`src/rtl/reset_seq_pkg.sv`:
```
// Shared types and helpers for the staged reset release sequencer.
package reset_seq_pkg;

    localparam int SEQ_MAX_STAGES = 16;

    typedef enum logic [2:0] {
        HOLD     = 3'd0,
        WAIT_ACK = 3'd1,
        GAP      = 3'd2,
        DONE     = 3'd3,
        ERROR    = 3'd4
    } seq_state_e;

    // Width of the shared counter: wide enough to hold the largest compare value.
    function automatic int cnt_width(input int a, input int b, input int c);
        int m;
        m = a;
        if (b > m) m = b;
        if (c > m) m = c;
        return (m < 1) ? 1 : $clog2(m + 1);
    endfunction

endpackage

```
`src/rtl/reset_seq.sv`:
```
// Staged reset release sequencer: holds all stage resets asserted for a minimum
// time, then releases them one by one, waiting for each stage's ready acknowledge.
//
// state    | meaning
// ---------+----------------------------------------------------------
// HOLD     | all outputs asserted, counting the minimum hold time
// WAIT_ACK | stage stg released, waiting for stage_ready_i[stg]
// GAP      | ack seen, counting the gap before releasing stage stg
// DONE     | all stages released and acknowledged
// ERROR    | acknowledge timed out; released stages stay released
module reset_seq
    import reset_seq_pkg::*;
#(
    parameter int NUM_STAGES  = 3,
    parameter int HOLD_CYCLES = 16,
    parameter int STAGE_GAP   = 4,
    parameter int ACK_TIMEOUT = 64
) (
    input  logic                  clk_i,
    input  logic                  rstn_i,
    input  logic                  synced_i,
    input  logic                  sw_rst_req_i,
    input  logic [NUM_STAGES-1:0] stage_ready_i,
    output logic [NUM_STAGES-1:0] rstn_o,
    output logic                  busy_o,
    output logic                  done_o,
    output logic                  timeout_o
);

    localparam int CW = cnt_width(HOLD_CYCLES, STAGE_GAP, ACK_TIMEOUT);
    localparam int SW = (NUM_STAGES > 1) ? $clog2(NUM_STAGES) : 1;

    localparam logic [CW-1:0] HOLD_LAST = CW'(HOLD_CYCLES);
    localparam logic [CW-1:0] GAP_LAST  = (STAGE_GAP > 0) ? CW'(STAGE_GAP - 1) : '0;
    localparam logic [CW-1:0] TO_LAST   = (ACK_TIMEOUT > 0) ? CW'(ACK_TIMEOUT - 1) : '0;
    localparam logic [SW-1:0] LAST_STG  = SW'(NUM_STAGES - 1);

    if (NUM_STAGES < 1 || NUM_STAGES > SEQ_MAX_STAGES) begin : g_bad_stages
        $error("reset_seq: NUM_STAGES out of range");
    end

    seq_state_e            state_q, state_d;
    logic [CW-1:0]         cnt_q, cnt_d;
    logic [SW-1:0]         stg_q, stg_d;
    logic [NUM_STAGES-1:0] rstn_q, rstn_d;
    logic                  busy_q, busy_d;
    logic                  done_q, done_d;
    logic                  timeout_q, timeout_d;

    logic                  re_req;
    logic [NUM_STAGES-1:0] rstn_next;
    logic [CW-1:0]         cnt_inc;

    // Re-request detection, next-release mask (outputs form a thermometer) and saturating count.
    always_comb begin
        re_req    = !synced_i || sw_rst_req_i;
        rstn_next = (rstn_q << 1) | NUM_STAGES'(1);
        cnt_inc   = (cnt_q != '1) ? cnt_q + 1'b1 : cnt_q;
    end

    // Next-state and next-output computation; re-request overrides the FSM.
    always_comb begin
        state_d   = state_q;
        cnt_d     = cnt_q;
        stg_d     = stg_q;
        rstn_d    = rstn_q;
        busy_d    = busy_q;
        done_d    = done_q;
        timeout_d = timeout_q;
        if (re_req) begin
            state_d   = HOLD;
            cnt_d     = '0;
            stg_d     = '0;
            rstn_d    = '0;
            busy_d    = 1'b1;
            done_d    = 1'b0;
            timeout_d = 1'b0;
        end else begin
            case (state_q)
                HOLD: begin
                    if (cnt_q == HOLD_LAST) begin
                        rstn_d  = rstn_next;
                        cnt_d   = '0;
                        state_d = WAIT_ACK;
                    end else begin
                        cnt_d = cnt_inc;
                    end
                end
                WAIT_ACK: begin
                    if (stage_ready_i[stg_q]) begin
                        cnt_d = '0;
                        if (stg_q == LAST_STG) begin
                            state_d = DONE;
                            busy_d  = 1'b0;
                            done_d  = 1'b1;
                        end else if (STAGE_GAP == 0) begin
                            rstn_d = rstn_next;
                            stg_d  = stg_q + 1'b1;
                        end else begin
                            stg_d   = stg_q + 1'b1;
                            state_d = GAP;
                        end
                    end else if (ACK_TIMEOUT != 0 && cnt_q == TO_LAST) begin
                        timeout_d = 1'b1;
                        busy_d    = 1'b0;
                        state_d   = ERROR;
                    end else begin
                        cnt_d = cnt_inc;
                    end
                end
                GAP: begin
                    if (cnt_q == GAP_LAST) begin
                        rstn_d  = rstn_next;
                        cnt_d   = '0;
                        state_d = WAIT_ACK;
                    end else begin
                        cnt_d = cnt_inc;
                    end
                end
                DONE, ERROR: begin
                end
                default: begin
                    state_d = HOLD;
                    cnt_d   = '0;
                    stg_d   = '0;
                    rstn_d  = '0;
                    busy_d  = 1'b1;
                    done_d  = 1'b0;
                end
            endcase
        end
    end

    // State and registered outputs, synchronous active-low reset.
    always_ff @(posedge clk_i) begin
        if (!rstn_i) begin
            state_q   <= HOLD;
            cnt_q     <= '0;
            stg_q     <= '0;
            rstn_q    <= '0;
            busy_q    <= 1'b1;
            done_q    <= 1'b0;
            timeout_q <= 1'b0;
        end else begin
            state_q   <= state_d;
            cnt_q     <= cnt_d;
            stg_q     <= stg_d;
            rstn_q    <= rstn_d;
            busy_q    <= busy_d;
            done_q    <= done_d;
            timeout_q <= timeout_d;
        end
    end

    assign rstn_o    = rstn_q;
    assign busy_o    = busy_q;
    assign done_o    = done_q;
    assign timeout_o = timeout_q;

endmodule

```
`config.mk`:
```
export PLATFORM = sky130hd
export DESIGN_NAME = reset_seq
export DESIGN_NICKNAME = d
export VERILOG_FILES = /design/src/rtl/reset_seq_pkg.sv /design/src/rtl/reset_seq.sv
export SDC_FILE = /design/constraint.sdc
export NUM_CORES = 1
export LEC_CHECK = 0
export ABC_AREA = 1
export BUFFER_PORTS_ARGS = -buffer_cell sky130_fd_sc_hd__buf_2
export CORE_ASPECT_RATIO = 0.5
export CORE_MARGIN = 4
export CORE_UTILIZATION = 35
export CTS_CLUSTER_DIAMETER = 100
export DETAILED_ROUTE_END_ITERATION = 6
export GPL_ROUTABILITY_DRIVEN = 0
export SLEW_MARGIN = 5
export SYNTH_ARGS = -nofsm -noshare
export SYNTH_HDL_FRONTEND = slang
export SYNTH_SLANG_ARGS = --single-unit
export TNS_END_PERCENT = 30
```
`constraint.sdc`:
```
create_clock -name clk_i -period 2.59 [get_ports clk_i]
set_input_delay 0.1295 -clock clk_i [delete_from_list [all_inputs] [get_ports clk_i]]
set_output_delay 0.1295 -clock clk_i [all_outputs]
set_load 0.005 [all_outputs]
```
==> results of run 1 <==
==> synth_stat cells (2+ instances only) <==
cell type  count  area (µm²)
nand3_2        4        40.0
dfxtp_1       18         360
inv_2          4        15.0
a21oi_1       10        50.1
nand2_1       49         184
inv_1         25        93.8
nor2_1        33         124
nor2_2         4        25.0
o21ai_0        3        15.0
nand4_1        2        12.5
nand3_1       17        85.1
ha_1           3        37.5
==> critical path, stage by stage, from the launching register on <==
cell and delay [ps]:
dfxtp_1 370, ha_1 220, nand3_1 160, nor2_2 210, nand3_2 200, nand2_1 130, inv_1 80, nand2_1 60
nand2_1 50, nor2_1 100
==> through the flow <==
step           worst slack, ps  power [µW]  utilization, %
2_1_floorplan             1230         296               -
3_3_place_gp              1060         303            42.8
3_5_place_dp              1030         303            42.8
4_1_cts                    994         537            44.8
5_1_grt                    788         550            44.8
6_report                   957         527            44.8
==> area by class of cell <==
cell class,instances,area (µm²),area share (%)
multi-input cells,130,608,49.1
flip-flops and latches,18,360,29.1
inverters,29,109,8.79
repair buffers,12,60.1,4.85
clock buffers,4,55.1,4.44
well taps,37,46.3,3.74
==> how the worst min path moves through the flow <==
stage | from | to | slack [ps] | cells after the start
final | sw_rst_req_i | busy_o | 170 | 3
after global routing | sw_rst_req_i | busy_o | 200 | 3
after CTS | sw_rst_req_i | busy_o | 170 | 3
after detailed placement | sw_rst_req_i | busy_o | 440 | 3
after global placement | timeout_o | timeout_o | 440 | 2
after floorplan | sw_rst_req_i | busy_o | 310 | 2
==> flip-flops by register name, summed over array words and instances (netlist names) <==
register / count
state_q: 3
done_o: 1
busy_o: 1
stg_q: 2
rstn_o: 3
timeout_o: 1
cnt_q: 7
==> layer usage <==
metal	GRT usage, %	vias up	share of wire [%]
met2	21.0	13	42
li1	-	586	-
met3	3.68	2	2.8
met4	4.97	0	1.1
met5	0	-	0
met1	17.5	456	54
==> logic make-up after synthesis <==
logic type / after synthesis / share of synthesized area, %
compound gates: 15 / 7.61
fa+ha+maj: 3 / 3.46
buf+inv: 30 / 10.7
flops: 18 / 33.2
simple gates: 112 / 45.0
==> power by group <==
part | internal (µW) | switching (µW) | total, µW
combinational | 7.56 | 10.8 | 18.4
clock | 135 | 95.0 | 230
sequential | 277 | 0.800 | 278
==> summary.txt, run 1 <==
STA
  – Hold Slack: between 150 and 200 ps
  – Achievable Freq: 0.612 GHz
  – Skew final: 2.39 ps
  – Final min period: ~1600 ps
  – Final worst-path cycle share: 63.1%
  – Final Setup Violations: 0
  – Fin Setup TNS: 0 ps
  – Final Hold Fails: 0
  – Slew Limit Headroom: about 73%
  – Final-report max-slew violation count: 0
  – RSZ-0062 raised after global routing: no
  – Tightest Pin Transition: 407 ps

Critical path
  – Setup CP Type: register to register
  – Crit Reg-Reg Startpoint: cnt_q[0]
  – Setup crit end kind: register
  – CP endpoint: cnt_q[5]
  – Critical Path RT: 2780 ps
  – CP startpoint kind: register
  – Crit. Startpoint: cnt_q[0]
  – R2R Path End: cnt_q[5]
  – Reg2Reg Depth: 9
  – Crit path max fanout: 7
  – R2R Setup Slk: approximately 960 ps
  – Worst endpoint data arrival time: 1830 ps

Die
  – Cell row count: 13
  – I/O pin count: 13
  – Core Region: 2770 µm²
  – Die Y-Extent: 47.4 µm
  – Full die area: 4110 µm²
  – Initial Utilization: 39.2%
  – Die Wd: 86.7 µm

Logic synthesis
  – Post-synth EDFFs: 0
  – Library cells used by synthesis: 18
  – Yosys Warn Count: 0
  – Syn Inst Count: 178
  – Synth Area per Inst: 6.09 µm²
  – Synth Register Bits: 18
  – Synth Flop Type: dfxtp_1
  – Synthesized Nets: 188
  – Seq/Total Area, Yosys: between 30% and 40%
  – Synth Cell Area: 1080 µm²
  – Synth async-reset ratio: 0%

Global route
  – Largest net degree at the start of global routing: 11
  – Vias in the first global route: 943
  – Remaining Overflow, GRT: 0
  – GRT Overall Usage: 13.2%
  – Global-route wire length before repair: ~4200 µm
  – Initial antenna violation count: 0

CTS
  – Clock Path Buffers: 2
  – Worst-path clk slew: around 70 ps
  – Clk sinks: 18
  – CTS Buf Count: 3
  – CTS hold repair buffers: 0
  – Root Driver: clkbuf_8
  – CTS tree: done
  – Post-CTS Setup Repair Bufs: 0
  – Clk Latency, worst-skew pair: between 200 and 300 ps
  – CTS H-tree lvls: 1
  – PostCTS Resize Cnt: 0

Min path
  – Hold Crit Class: input port to register

Power and ir drop
  – Pleak: 0.000540 µW
  – Peak supply drop: 0.249 mV
  – PwrDens: between 400 and 500 nW/µm²

Final layout
  – Final cell count without fillers: 230
  – NumNets Final: roughly 200
  – # diodes: 0
  – Layout Area Growth over Synthesis: 14.2%
  – Commonest non-fill, non-tap cell in the layout: nand2_1
  – Fillers: 316
  – Most frequent cells in the layout: nand2_1 (49), nor2_1 (33), inv_1 (25)
  – Share of layout cells above drive strength 1: 16.1%
  – Final instance area: 1240 µm²

Routing
  – Initial DRC Count: 29
  – Final ANT Viol Nets: 0
  – WL final: approximately 2300 µm
  – WL per Instance: a little over 10 µm
  – Vias: 1,057
  – DR pass1 iterations: 4
  – DRC Markers: 0
  – Vias per cell: about 4.6

Place
  – Placed cells: between 200 and 250
  – Dpl hpwl: 1850 µm
  – I/O Buffers: 12
  – Placed cell areas: about 1200 µm²

Status
  – Status: finished clean

Flow run
  – MaxCap Viol Count: 0
(Power assumes the default switching activity.)
==> inputs of run 2 (changes only) <==
clock period = 1.43 ns   (was 2.59 ns; I/O delays follow)
==> summary.txt, run 2 (synthesized netlist as in run 1, its figures left out) <==
Final layout
  – Area taken by multi-input logic gates: 706 µm²
  – Largest Register: cnt_q
  – Share of layout cells above drive strength 1: a little under a third
  – Fillers: 292
  – Sequential Area: roughly 370 µm²
  – # diodes: 0
  – Max reg flops: 7
  – Layout Area Growth over Synthesis: 29.4%
  – Fin util: 50.8%
  – Commonest non-fill, non-tap cell in the layout: nand2_1
  – Most frequent cells in the layout: nand2_1 (45), nor2_1 (28), inv_1 (22)
  – NumNets Final: 213

STA
  – Final-report max-slew violation count: 0
  – Tightest Pin Transition: roughly 370 ps
  – Final worst-path cycle share: 97.3%
  – Hold Slack: between 150 and 200 ps
  – Achievable Freq: approximately 0.72 GHz
  – Final Setup Violations: 0
  – Slew Limit Headroom: 75.4%
  – RSZ-0062 raised after global routing: yes
  – Final min period: 1390 ps
  – Skew final: 2.21 ps
  – Final Hold Fails: 0

Critical path
  – Critical Path RT: 1560 ps
  – Setup CP Type: register to register
  – CP startpoint kind: register
  – Largest delay share family, worst path: simple AND/OR/NAND/NOR gates
  – Crit-path cells: ha_4 > nand3_4 > nor2_4 > inv_1 > nand3_1 > nand2_1 > nand2_1 > a21oi_1
  – R2R Setup Slk: 40 ps
  – Crit path top cell by count: nand2_1
  – Slowest library cell on the worst path: dfxtp_4
  – Setup crit end kind: register
  – Crit path max fanout: 4
  – Worst endpoint data arrival time: roughly 1500 ps
  – Largest stage delay, worst path: between 300 and 400 ps
  – CP bufs+invs: 1

CTS
  – Clk Latency, worst-skew pair: approximately 250 ps
  – Root Driver: clkbuf_8
  – Clock Path Buffers: 2
  – CTS Buf Count: 3
  – CTS tree: done
  – Clk sinks: 18
  – Worst-path clk slew: approximately 70 ps
  – CTS H-tree lvls: 1

Routing
  – Met3 wire length: 80 µm
  – DR pass1 iterations: 4
  – Highest routed layer: met4
  – DRC Markers: 0
  – Met1 Wirelength: around 1300 µm
  – Vias: 1,136
  – Vias per cell: 4.77
  – WL final: about 2500 µm
  – Final ANT Viol Nets: 0
  – WL per Instance: roughly 11 µm
  – Initial DRC Count: 45
  – WL met2: 1120 µm

Die
  – Die Wd: 86.7 µm
  – Cell row count: 13
  – Initial Utilization: 39.2%
  – Core Region: about 2800 µm²
  – Die Y-Extent: 47.4 µm
  – Full die area: 4110 µm²
  – I/O pin count: 13

Global route
  – Global-route wire length before repair: 4180 µm
  – Initial antenna violation count: 0
  – Largest net degree at the start of global routing: 10
  – GRT Overall Usage: 13.5%
  – Remaining Overflow, GRT: 0
  – Vias in the first global route: 937

Status
  – Status: finished clean

Power and ir drop
  – Peak supply drop: 0.344 mV
  – Pleak: 0.000577 µW
  – Power, Total: 899 µW
  – PwrDens: 640 nW/µm²

Place
  – Dpl hpwl: 1920 µm
  – I/O Buffers: 12

Min path
  – Hold Crit Class: input port to register

Flow run
  – MaxCap Viol Count: 0
## run 2: per-stage QoR
stage               instances  worst slack, ps  instance area, µm²  TNS (ps)
detailed placement        232             -127                1230      -643
global route              238            -63.9                1400      -364
finish                    238             39.1                1400         0
CTS                       235             6.43                1310         0
global placement          232            -90.1                1230      -391
floorplan                 178             68.6                1080         0
## run 2: where the power goes
part           internal, µW  switching [µW]  total (µW)
logic                  16.2            21.9        38.0
registers               500            2.33         502
clock network           187             171         358
total                   704             195         899
## run 2: per-layer routing
layer | global-route usage [%] | up-vias
met1 | 18.0 | 511
met5 | 0 | -
met3 | 3.68 | 5
met4 | 3.73 | 0
li1 | - | 603
met2 | 21.9 | 17
## run 2: final timing paths
check | startpoint | to | cells past startpoint
worst max-delay path | cnt_q[0] | cnt_q[4] | 8
worst min-delay path | sw_rst_req_i | busy_o | 4
worst max register to register | cnt_q[0] | cnt_q[4] | 8
worst min register to register | timeout_o | timeout_o | 2
## run 2: what timing repair did
item,4_1_cts,5_1_grt
endpoints found under the setup margin,12,14
buffers inserted,0,3
hold buffers,0,0
pin swaps,1,10
resized for setup,11,23
## run 2: area by class of cell
| type | count | share of cell area, % |
|---|---|---|
| clock buffers | 3 | 2.94 |
| multi-input cells | 130 | 50.3 |
| well taps | 37 | 3.30 |
| repair buffers | 21 | 9.09 |
| flip-flops and latches | 18 | 26.6 |
| inverters | 29 | 7.75 |
## run 2: tightest hold or removal path: stages
cell	delay (ps)
buf_2	80
nor2_1	40
buf_4	150
nand3_1	70
==> inputs of run 3 (changes only) <==
CORE_MARGIN = not set   (was 4)
==> summary.txt, run 3 (synthesized netlist as in run 1, its figures left out) <==
Status
  – Status: finished clean

Critical path
  – Crit Reg-Reg Startpoint: cnt_q[1]
  – Critical Path RT: 1590 ps
  – R2R Setup Slk: 8 ps
  – R2R Path End: cnt_q[0]
  – Reg2Reg Depth: 8
  – CP startpoint kind: register
  – Worst endpoint data arrival time: 1580 ps
  – Crit. Startpoint: cnt_q[1]
  – Crit path max fanout: 7
  – CP endpoint: cnt_q[0]
  – Setup crit end kind: register
  – Setup CP Type: register to register

Die
  – I/O pin count: 13
  – Full die area: 3340 µm²
  – Die Wd: 80.7 µm
  – Die Y-Extent: 41.4 µm
  – Initial Utilization: 39.2%
  – Cell row count: 13
  – Core Region: around 2800 µm²

Global route
  – Remaining Overflow, GRT: 0
  – Largest net degree at the start of global routing: 11
  – Initial antenna violation count: 0
  – Vias in the first global route: 930
  – Global-route wire length before repair: 4020 µm
  – GRT Overall Usage: 17.0%

Place
  – Dpl hpwl: 1840 µm
  – Placed cells: 233
  – Post-Place Worst Slack: -105 ps
  – I/O Buffers: 12

CTS
  – Root Driver: clkbuf_8
  – CTS Buf Count: 3
  – CTS H-tree lvls: 1
  – Post-CTS Setup Repair Bufs: 0
  – Worst-path clk slew: approximately 70 ps
  – Clock Path Buffers: 2
  – CTS tree: done
  – Clk sinks: 18
  – Clk Latency, worst-skew pair: 260 ps
  – CTS hold repair buffers: 0

STA
  – Tightest Pin Transition: approximately 380 ps
  – Final-report max-slew violation count: 0
  – Worst setup margin: about 8.4 ps
  – Final worst-path cycle share: 99.4%
  – Final min period: between 1000 and 1500 ps
  – RSZ-0062 raised after global routing: yes
  – Slew Limit Headroom: 74.7%
  – Final Hold Fails: 0
  – Fin Setup TNS: 0 ps
  – Skew final: 7.08 ps
  – Achievable Freq: 0.703 GHz
  – Final Setup Violations: 0

Final layout
  – # diodes: 0
  – Share of layout cells above drive strength 1: about a third
  – NumNets Final: between 200 and 250
  – Fillers: 290
  – Commonest non-fill, non-tap cell in the layout: nand2_1
  – Layout Area Growth over Synthesis: 29.8%
  – Fin util: roughly half
  – Final cell count without fillers: around 240
  – Largest Register: cnt_q
  – Most frequent cells in the layout: nand2_1 (45), nor2_1 (30), inv_1 (20)
  – Max reg flops: 7

Power and ir drop
  – Power, Total: 969 µW
  – PwrDens: 688 nW/µm²
  – Peak supply drop: roughly 0.36 mV
  – Pleak: 0.000574 µW

Routing
  – WL per Instance: between 10 and 15 µm
  – Vias per cell: between 4 and 5
  – DRC Markers: 0
  – DR pass1 iterations: 5
  – Initial DRC Count: 72
  – Final ANT Viol Nets: 0
  – WL final: 2550 µm
  – Vias: about 1,100

Min path
  – Hold Crit Class: input port to register

Flow run
  – MaxCap Viol Count: 0
==> run 3: changes by cell type in the layout (fill, tap and decap cells not counted), moves of 2 or more <==
cell	delta
a21oi_2	+2
buf_4	-2
inv_1	-2
inv_4	+2
nor2_1	+2
nor2_2	-3
o21ai_2	+2
==> run 3: cell type report <==
class                      instances  area (µm²)  area share, %
multi-input combinational        130         706           50.1
timing repair buffer              19         113           8.00
clock buffer                       4        55.1           3.91
sequential                        18         374           26.6
inverter                          29         114           8.09
tap                               37        46.3           3.29
==> run 3: worst min path at each step <==
stage	from	to	slack (ps)	depth (start not counted)
after floorplan	sw_rst_req_i	busy_o	250	2
after detailed placement	timeout_o	timeout_o	440	2
after CTS	sw_rst_req_i	busy_o	180	4
after global routing	sw_rst_req_i	busy_o	200	4
final	sw_rst_req_i	busy_o	180	4
after global placement	timeout_o	timeout_o	440	2
==> run 3: metal layers <==
| metal | GRT usage [%] | up-vias | part of all wire [%] |
|---|---|---|---|
| li1 | - | 598 | - |
| met1 | 20.7 | 512 | 51 |
| met2 | 30.1 | 13 | 45 |
| met3 | 4.57 | 6 | 2.3 |
| met4 | 6.70 | 0 | 1.6 |
| met5 | 0 | - | 0 |
==> run 3: where the power goes <==
group	leakage, µW	internal (µW)	switching [µW]	total [µW]
sequential	0.000149	500	2.60	502
clock	0.0000288	245	184	429
combinational	0.000396	15.7	21.9	37.6
==> run 3: repair_timing <==
action                                  CTS  global route
resized for setup                         8            31
pin swaps                                 1            12
endpoints found under the setup margin   14            17
==> run 3: critical path: stages, from the launching register on <==
cell and delay, ps:
dfxtp_4 380, ha_4 180, nand3_4 110, nor2_4 170, nand3_4 140, nand3_1 150, nand2_1 70, nand2_1 70
nor2_1 40
==> run 3: metrics by stage <==
stage	cell area (µm²)	hold WS, ps
after floorplan	1080	249
after global placement	1240	435
after detailed placement	1240	443
after CTS	1310	179
after global routing	1410	198
final	1410	180
